## src/rtl/hazard_scoreboard_unit.sv

```systemverilog
// Decode-side hazard unit: shift-register scoreboard of in-flight destinations,
// per-source forwarding select / stall request, and a saturating stall counter.
module hazard_scoreboard_unit #(
    parameter int unsigned       REG_AW     = 3,
    parameter int unsigned       OP_W       = 4,
    parameter int unsigned       PIPE_DEPTH = 3,
    parameter logic [OP_W-1:0]   LOAD_OP    = OP_W'(4'b0100),
    parameter int unsigned       LOAD_READY = 2,
    parameter int unsigned       FWD_EN     = 1,
    parameter int unsigned       CNT_W      = 16
) (
    input  logic                              clk,
    input  logic                              rst,
    input  logic                              dec_valid,
    input  logic [OP_W-1:0]                   dec_op,
    input  logic [REG_AW-1:0]                 dec_src1,
    input  logic                              dec_src1_used,
    input  logic [REG_AW-1:0]                 dec_src2,
    input  logic                              dec_src2_used,
    input  logic [REG_AW-1:0]                 dec_dest,
    input  logic                              dec_writes,
    input  logic                              flush,
    output logic                              should_stall,
    output logic [$clog2(PIPE_DEPTH+1)-1:0]   fwd_sel1,
    output logic [$clog2(PIPE_DEPTH+1)-1:0]   fwd_sel2,
    output logic [CNT_W-1:0]                  stall_count
);

    localparam int unsigned SEL_W = $clog2(PIPE_DEPTH + 1);

    logic                r_valid   [PIPE_DEPTH];
    logic [REG_AW-1:0]   r_dest    [PIPE_DEPTH];
    logic                r_is_load [PIPE_DEPTH];
    logic [CNT_W-1:0]    r_stall_count;

    logic [REG_AW-1:0]   w_src    [2];
    logic                w_used   [2];
    logic                w_hazard [2];
    logic [SEL_W-1:0]    w_sel    [2];
    logic                w_stall;
    logic                w_push;

    assign w_src[0]  = dec_src1;
    assign w_src[1]  = dec_src2;
    assign w_used[0] = dec_src1_used;
    assign w_used[1] = dec_src2_used;

    for (genvar s = 0; s < 2; s++) begin : g_src
        logic             w_hit;
        logic [SEL_W-1:0] w_idx;
        logic             w_ld;
        logic             w_early;

        // Scan oldest to youngest so the youngest (lowest index) match is kept last.
        always_comb begin
            w_hit   = 1'b0;
            w_idx   = '0;
            w_ld    = 1'b0;
            w_early = 1'b0;
            for (int k = int'(PIPE_DEPTH) - 1; k >= 0; k--) begin
                if (dec_valid && w_used[s] && r_valid[k] && (r_dest[k] == w_src[s])) begin
                    w_hit   = 1'b1;
                    w_idx   = SEL_W'(k);
                    w_ld    = r_is_load[k];
                    w_early = (k < int'(LOAD_READY));
                end
            end
        end

        // Without forwarding any dependency must wait for write-back.
        assign w_hazard[s] = (FWD_EN != 0) ? (w_hit & w_ld & w_early) : w_hit;
        assign w_sel[s]    = ((FWD_EN != 0) && w_hit && !w_hazard[s]) ? (w_idx + SEL_W'(1))
                                                                       : '0;
    end

    assign w_stall = (w_hazard[0] | w_hazard[1]) & ~flush;
    assign w_push  = dec_valid & dec_writes & ~w_stall & ~flush;

    assign should_stall = w_stall;
    assign fwd_sel1     = w_sel[0];
    assign fwd_sel2     = w_sel[1];
    assign stall_count  = r_stall_count;

    // Scoreboard always advances; entry 0 receives the decode instruction or a bubble.
    always_ff @(posedge clk) begin
        if (rst) begin
            for (int k = 0; k < int'(PIPE_DEPTH); k++) begin
                r_valid[k]   <= 1'b0;
                r_dest[k]    <= '0;
                r_is_load[k] <= 1'b0;
            end
            r_stall_count <= '0;
        end else begin
            for (int k = 1; k < int'(PIPE_DEPTH); k++) begin
                r_valid[k]   <= r_valid[k-1];
                r_dest[k]    <= r_dest[k-1];
                r_is_load[k] <= r_is_load[k-1];
            end
            r_valid[0]   <= w_push;
            r_dest[0]    <= dec_dest;
            r_is_load[0] <= (dec_op == LOAD_OP);
            if (w_stall && (r_stall_count != {CNT_W{1'b1}})) begin
                r_stall_count <= r_stall_count + CNT_W'(1);
            end
        end
    end

endmodule

```

## config.mk

```make
export PLATFORM = sky130hd
export DESIGN_NAME = hazard_scoreboard_unit
export DESIGN_NICKNAME = d
export VERILOG_FILES = /design/src/rtl/hazard_scoreboard_unit.sv
export SDC_FILE = /design/constraint.sdc
export NUM_CORES = 1
export LEC_CHECK = 0
export CAP_MARGIN = 20
export CELL_PAD_IN_SITES_DETAIL_PLACEMENT = 1
export CELL_PAD_IN_SITES_GLOBAL_PLACEMENT = 2
export CORE_UTILIZATION = 29
export CTS_BUF_LIST = sky130_fd_sc_hd__clkbuf_2
export DETAILED_ROUTE_END_ITERATION = 10
export HOLD_SLACK_MARGIN = 0.1
export PLACE_DENSITY = 0.78
export SLEW_MARGIN = 20
export SYNTH_ARGS = -nofsm -noshare
export SYNTH_HDL_FRONTEND = slang
export SYNTH_SLANG_ARGS = --single-unit
```

## constraint.sdc

```tcl
create_clock -name clk -period 2.67 [get_ports clk]
set_clock_uncertainty 0.2 [all_clocks]
set_input_delay 0.4005 -clock clk [delete_from_list [all_inputs] [get_ports clk]]
set_output_delay 0.4005 -clock clk [all_outputs]
set_load 0.05 [all_outputs]
```

### Word-level counts from Yosys, hierarchy flattened

Memories as Yosys holds them, arrays and structs flattened.
Index checks and enable logic that the tools add are counted.

* memory bits (read-only): 0
* output and inout port bits: 21
* memories: 3
* bits of input ports: 20
* logic and storage cells: 90
* memory bits (writable): 15
* bits in latches: 0
* bits in registers: 16

* bitwise operators: 20
* add/sub/neg operators: 3
* equal/unequal tests: 8
* $lt $le $gt $ge: 0
* mux-type cells: 36
* divide/modulo/power cells: 0
* reduce and logical (&&, ||, !) cells: 19
* shift-type cells: 0
* $mul: 0

Memory list
* r_dest: words 3, bits a word 3, rd ports 3, clocked after memory_dff 0, wr ports 3, line 32 `logic [REG_AW-1:0] r_dest [PIPE_DEPTH];`
* r_is_load: words 3, bits a word 1, rd ports 3, clocked after memory_dff 0, wr ports 3, line 33 `logic r_is_load [PIPE_DEPTH];`
* r_valid: words 3, bits a word 1, rd ports 3, clocked after memory_dff 0, wr ports 3, line 31 `logic r_valid [PIPE_DEPTH];`

Operator list (count)
* 2-to-1 mux 1 bit: 25
* equality test 3 bit: 6
* logical AND 1 bit: 17
* adder 16 x 1 -> 16 bit (second input constant): 1
* 2-to-1 mux 2 bit: 8
* != test 16 bit (second input constant): 1
* OR 1 bit: 10
* 2-to-1 mux 3 bit: 3
* bitwise AND 1 bit: 8
* adder 2 x 1 -> 2 bit (second input constant): 2
* equality test 4 x 3 -> 1 bit (second input constant): 1
* zero test 1 bit: 2
* NOT 1 bit: 2

### Longest topological paths before layout

Gate-level depths: netlist of run 1.

* word-level depth: 14
* depth in mapped cells: 8
* gate-level depth less buffers: 7

### Worst setup path after synthesis of run 1

Ideal clock, no wire load.

* kind: input -> output
* start point: input port dec_src2[2]
* end point: output port fwd_sel2[0]
* arrival: 1.988 ns
* required time: 2.069 ns
* setup slack: 0.082 ns
* stages: 3
* buffers on the path: 0
* cells stage by stage: xor2_1 > nor4_2 > mux2i_1

* longest elaborated chain between the ends: 10
* elaborated cells on any way between the ends: 22
* classes of those cells: add/sub (1); eq/ne (3); mux (11); bitwise (2); reduce/logical (5)

Ends and longest elaborated chain
* start: declaration: line 18 `input logic [REG_AW-1:0] dec_src2,`
* equality test 3 bit: line 61 `if (dec_valid && w_used[s] && r_valid[k] && (r_dest[k] == w_src[s])) begin`
* logical AND 1 bit: line 61
* 2-to-1 mux 1 bit (3 in a row): line 61
* bitwise AND 1 bit (2 in a row): line 71 `assign w_hazard[s] = (FWD_EN != 0) ? (w_hit & w_ld & w_early) : w_hit;`
* zero test 1 bit: line 72 `assign w_sel[s] = ((FWD_EN != 0) && w_hit && !w_hazard[s]) ? (w_idx + SEL_W'(1))`
* logical AND 1 bit: line 72
* 2-to-1 mux 2 bit *: line 72
* end: declaration: line 25 `output logic [$clog2(PIPE_DEPTH+1)-1:0] fwd_sel2,`

Every way passes the cells marked *; elsewhere a longest branch is shown, timed or not.

==> results of run 1 <==
layer usage:
layer / global-route usage, % / vias up / part of all wire (%)
met5: 0 / - / 0
met4: 5.56 / 0 / 0.72
met3: 4.15 / 2 / 3.1
met2: 32.4 / 28 / 51
met1: 20.1 / 755 / 45
li1: - / 768 / -
cell families after synthesis:
kind of cell / share of synthesized area [%]
mux: 1.93
xor+xnor: 11.3
compound gates: 15.1
flops: 38.7
buf+inv: 3.22
fa+ha+maj: 0.806
simple gates: 29.0
per-stage QoR:
step / cell area (sq um) / util, % / setup WS (ps) / std cells / hold slack (ps)
floorplan: 1550 / - / 81.9 / 175 / 262
global placement: 2200 / 42.8 / -324 / 298 / 277
detailed placement: 2200 / 42.8 / -389 / 298 / 282
CTS: 2380 / 46.3 / -72.2 / 310 / 303
global route: 2450 / 47.7 / -176 / 312 / 304
finish: 2450 / 47.7 / -47.7 / 312 / 300
synth_stat cells (2+ instances only):
master    count
nand3_1       8
xor2_1       19
nand2_1      12
nor3_1        2
a21oi_1      15
o21ai_1       6
dfxtp_1      30
nor2_1        5
nor4_1        5
o31ai_1       7
nor4_2        2
inv_1         5
clkbuf_1      4
mux2i_1       3
nor2b_1      12
or3_1         7
or2_2         4
or4_1         8
nand4_1       3
final cells by class:
cell class	count	area, sq um	area share, %
sequential	30	606	24.7
tap	70	87.6	3.57
multi-input combinational	134	1040	42.3
clock buffer	5	25.0	1.02
clock inverter	3	45.0	1.84
timing repair buffer	65	634	25.9
inverter	5	18.8	0.765
sequential cells by signal, indices dropped and copies added (netlist names):
name	count
r_is_load	2
stall_count	16
r_dest	9
r_valid	3
power breakdown:
group | switching [mW] | internal [mW] | total [mW]
logic | 0.0443 | 0.0507 | 0.0949
registers | 0.00784 | 0.455 | 0.462
clock network | 0.183 | 0.157 | 0.341
layout by cell type (no fill, tap or decap), types with 2 or more instances in the layout:
master / synthesis / routed
o21ai_1: 6 / 6
nand4_1: 3 / 3
or2_4: 0 / 2
o31ai_1: 7 / 7
nor2_1: 5 / 5
clkbuf_2: 0 / 5
xor2_1: 19 / 18
inv_1: 5 / 4
a21oi_1: 15 / 12
or4_1: 8 / 5
or2_2: 4 / 2
buf_12: 0 / 5
clkdlybuf4s50_1: 0 / 26
clkinvlp_4: 0 / 2
nand2_1: 12 / 12
dlygate4sd2_1: 0 / 8
nand3_2: 0 / 2
or4_4: 1 / 4
buf_4: 0 / 24
or3_1: 7 / 7
dfxtp_1: 30 / 28
nor2b_1: 12 / 12
nand3_1: 8 / 6
nor4_1: 5 / 2
nor3_1: 2 / 2
nor4_2: 2 / 4
a21oi_4: 0 / 2
mux2i_4: 0 / 2
path summary, 6_finish.rpt:
| check | endpoint | slack [ps] | from | depth (start not counted) |
|---|---|---|---|---|
| min | r_dest[0][7] | 300 | r_dest[0][4] | 1 |
| min reg2reg | r_dest[0][7] | 300 | r_dest[0][4] | 1 |
| max | should_stall | -50 | r_dest[0][5] | 7 |
| max reg2reg | stall_count[12] | 70 | r_dest[0][5] | 8 |
worst max-delay path, stage by stage, from the launching register on:
cell      delay (ps)
dfxtp_4          400
xor2_2           150
or4_4            550
o32ai_4          240
buf_6            140
o21bai_4          70
inv_2             70
buf_12           130
repair_timing:
| item | CTS | global route |
|---|---|---|
| pin swaps | 8 | 8 |
| cloned | 0 | 0 |
| buffers inserted | 4 | 2 |
| hold endpoints to repair | 0 | 0 |
| gates resized for setup | 25 | 13 |
| endpoints found under the setup margin | 5 | 14 |
==> results.tsv, run 1 <==
metric	value	unit
post-dp-hpwl	3500	microns
fin_crit	2720	ps
cts_buffers	5	
cts_hold_buffers	0	
synth_cells	175	
grt_start_max_net_pins	30	
ys.flop_type	dfxtp_1	
area_growth	58.0	%
antennaDiodeCount	0	
drt_iter0_markers	40	
rows	26	
max_freq	0.368	GHz
chipHeight	75.2	microns
fin_ws	-47.7	ps
hp-class	reg -> reg	
synth_nets	196	
syn_area	1550	sq um
clockRootBuffer	clkbuf_2	
async_reset_ff_share	0	%
fillerInstances	610	
wl	4710	microns
synth_area_leaders	dfxtp_1 (39%), xor2_1 (11%), a21oi_1 (4.8%)	
finalHoldViolations	0	
ir_drop	0.190	mV
vias	1553	
dieArea	5650	sq um
crit_fanout	3	
die_x	75.2	microns
initial_utilization	30.2	%
worstSkewPairLatency	390	ps
grt_pass1_wl	7330	microns
critical_path_required	2070	ps
clk_path_buf_depth	2	
grt_pass1_vias	1617	
nets	262	
end_kind	output port	
powerDensity	366	nW/um^2
drive_above_1_share	27.7	%
clk_pin_slew_worst_paths	200	ps
slew_viol_final	0	
cp.arrival	2120	ps
synth.avg_cell_area	8.87	sq um
outcome	finished, violations left	
io_buffer_count	40	
wl_per_cell	15.1	microns
grt_overflow	0	
worst_slew_pin_slew	500	ps
criticalPathCategory	reg -> out	
p_leak	0.899	nW
core_area	5140	sq um
finalSetupTns	-47.7	ps
maxSlewHeadroom	66.3	%
power.total	0.898	mW
place_congestion	0.846	
yosysSeqAreaShare	38.7	%
io_pins	41	
setup.worst_path.start_class	flip-flop	
drc	0	
setup_viol	1	
htree_num_levels	2	
firstDrtPassIters	4	
synth_enable_flop_cells	0	
synth-seq-cells	30	
cts_tree	yes	
min_period_over_period	102	%
clock_sinks	30	
netlist.area_leader.share	38.7	%
via_per_inst	4.98	
drtAntennaViolNets	0	
grt_use_total	17.6	%
grt_setup_unrepaired	yes	
ys_warn_count	0	
yosys.area.top_type	dfxtp_1	
antenna_found_initial	0	
synth_cell_type_count	37	
failed_checks	negative setup slack	
maxCapViolations	0	
No activity file was read; power rests on OpenSTA's default activity.
==> run 2: changes to the inputs <==
Settings changed: GPL_TIMING_DRIVEN set to 0.
==> run 2 against run 1 <==
Compared with the run above:
- the flow still finishes with violations (negative setup slack)
- largest power group unchanged
- clock-buffer cell count unchanged
- setup slack improved by 25 ps
- routed wire length decreased by 1.5%
- combinational power decreased by 12%
- cell area decreased by 8.7%
- critical path type is now in -> out
- critical path depth increased by 1
- sequential cell count unchanged
==> results.tsv, run 2 (synthesis gave the netlist of run 1 again) <==
metric	value	unit
outcome	finished, violations left	
failed_checks	negative setup slack	
grt_pass1_wl	7220	microns
multi_input_area	1010	sq um
r2r-end	stall_count[7]	
wl	4640	microns
clock_sinks	30	
rr_worst_depth	9	
end_kind	output port	
rows	26	
p_leak	0.793	nW
die_x	75.2	microns
clk_path_buf_depth	2	
nets	250	
cp-endpoint	should_stall	
slowest_delay	500	ps
cp_slowest_cell	clkdlybuf4s50_1	
final_cell_mix	clkdlybuf4s50_1 (27), dfxtp_1 (27), xor2_1 (17)	
powerDensity	343	nW/um^2
via_per_inst	5.04	
htree_num_levels	2	
finalHoldViolations	0	
grt_pass1_vias	1527	
finalSetupTns	-23.0	ps
max_freq	0.371	GHz
cts_hold_buffers	0	
cts_tree	yes	
drive_above_1_share	22.6	%
area_growth	44.3	%
cts_buffers	5	
hp-class	reg -> reg	
antennaDiodeCount	0	
setup_viol	1	
slew_viol_final	0	
firstDrtPassIters	4	
post-dp-hpwl	3440	microns
seq_area	604	sq um
crit_fanout	4	
grt_use_total	17.6	%
final_util	43.6	%
grt_overflow	0	
min_period_over_period	101	%
clk_pin_slew_worst_paths	160	ps
path_buf_inv	4	
cp_top_family	buffers and inverters	
rrSetupSlack	0	ps
fillerInstances	620	
reg2reg_from	r_dest[0][5]	
chipHeight	75.2	microns
ir_drop	0.197	mV
antenna_found_initial	0	
maxCapViolations	0	
cp_cell_sequence	clkdlybuf4s50_1 > nand3_1 > nor4_4 > buf_4 > o21a_1 > o21bai_2 > inv_1 > buf_6	
cp.arrival	2090	ps
initial_utilization	30.2	%
critical_path_required	2070	ps
power.total	0.769	mW
fin_ws	-23.0	ps
wl_per_cell	15.5	microns
maxSlewHeadroom	58.2	%
vias	1513	
worst_slew_pin_slew	627	ps
grt_start_max_net_pins	11	
io_buffer_count	40	
fin_crit	2690	ps
dpl_worst_slack	-994	ps
largest_reg_flops	16	
drt_iter0_markers	44	
startpoint	dec_src1_used	
worstSkewPairLatency	360	ps
drc	0	
grt_setup_unrepaired	yes	
clockRootBuffer	clkbuf_2	
core_area	5140	sq um
setup.worst_path.start_class	primary input	
place_congestion	0.843	
path_depth	8	
drtAntennaViolNets	0	
criticalPathCategory	in -> out	
dieArea	5650	sq um
io_pins	41	
==> run 2: cell types whose count changed in the layout (fill, tap and decap cells not counted), sizes merged <==
cell / previous run / this run
buf: 30 / 14
bufinv: 1 / 0
clkbuf: 5 / 9
clkdlybuf4s50: 26 / 27
clkinv: 0 / 2
clkinvlp: 2 / 1
dlymetal6s2s: 1 / 0
==> run 2: stage by stage <==
stage	hold slack (ps)	cell area, sq um	instances
3_5_place_dp	284	2040	285
3_3_place_gp	275	2040	285
2_1_floorplan	262	1550	175
6_report	308	2240	300
5_1_grt	297	2240	300
4_1_cts	309	2140	297
==> run 2: worst register-to-register path: cells and delay by family, from the launching register on <==
| kind | cells | cell delay (ps) |
|---|---|---|
| flops | 1 | 370 |
| simple gates | 2 | 940 |
| xor+xnor | 1 | 180 |
| compound gates | 3 | 500 |
| buf+inv | 3 | 430 |
==> run 2: area by class of cell <==
cell class / count / share of cell area (%)
multi-input cells: 134 / 45.1
plain buffers: 6 / 1.68
well taps: 70 / 3.91
clock inverters: 3 / 0.726
repair buffers: 47 / 19.7
inverters: 5 / 0.838
flip-flops and latches: 30 / 27.0
clock buffers: 5 / 1.12
==> run 2: what timing repair did <==
item	in CTS	in global routing
setup buffers	4	2
setup endpoints to repair	18	12
pin swaps	4	8
gates resized for setup	42	25
gates cloned	0	1
==> run 2: layer usage <==
layer | global-route usage, % | share of wire (%) | wire, microns | up-vias
met5 | 0 | 0 | 0 | -
met4 | 6.79 | 1.9 | 90 | 0
met3 | 4.95 | 4.2 | 197 | 8
met2 | 29.9 | 49 | 2260 | 35
met1 | 21.1 | 45 | 2090 | 732
li1 | - | - | - | 738
==> run 2: worst min-delay path by stage <==
stage,cells past startpoint,slack [ps],start,end
2_1_floorplan,1,260,r_valid[0][0],r_valid[0][1]
3_3_place_gp,1,270,r_valid[0][0],r_valid[0][1]
3_5_place_dp,1,280,r_valid[0][0],r_valid[0][1]
4_1_cts,1,310,r_valid[0][0],r_valid[0][1]
5_1_grt,2,300,dec_dest[2],r_dest[0][2]
6_report,1,310,r_valid[0][0],r_valid[0][1]
==> run 2: where the power goes <==
part,leakage [nW],switching [mW],internal (mW)
sequential,0.244,0.00712,0.455
clock,0.0264,0.163,0.0598
combinational,0.522,0.0447,0.0392
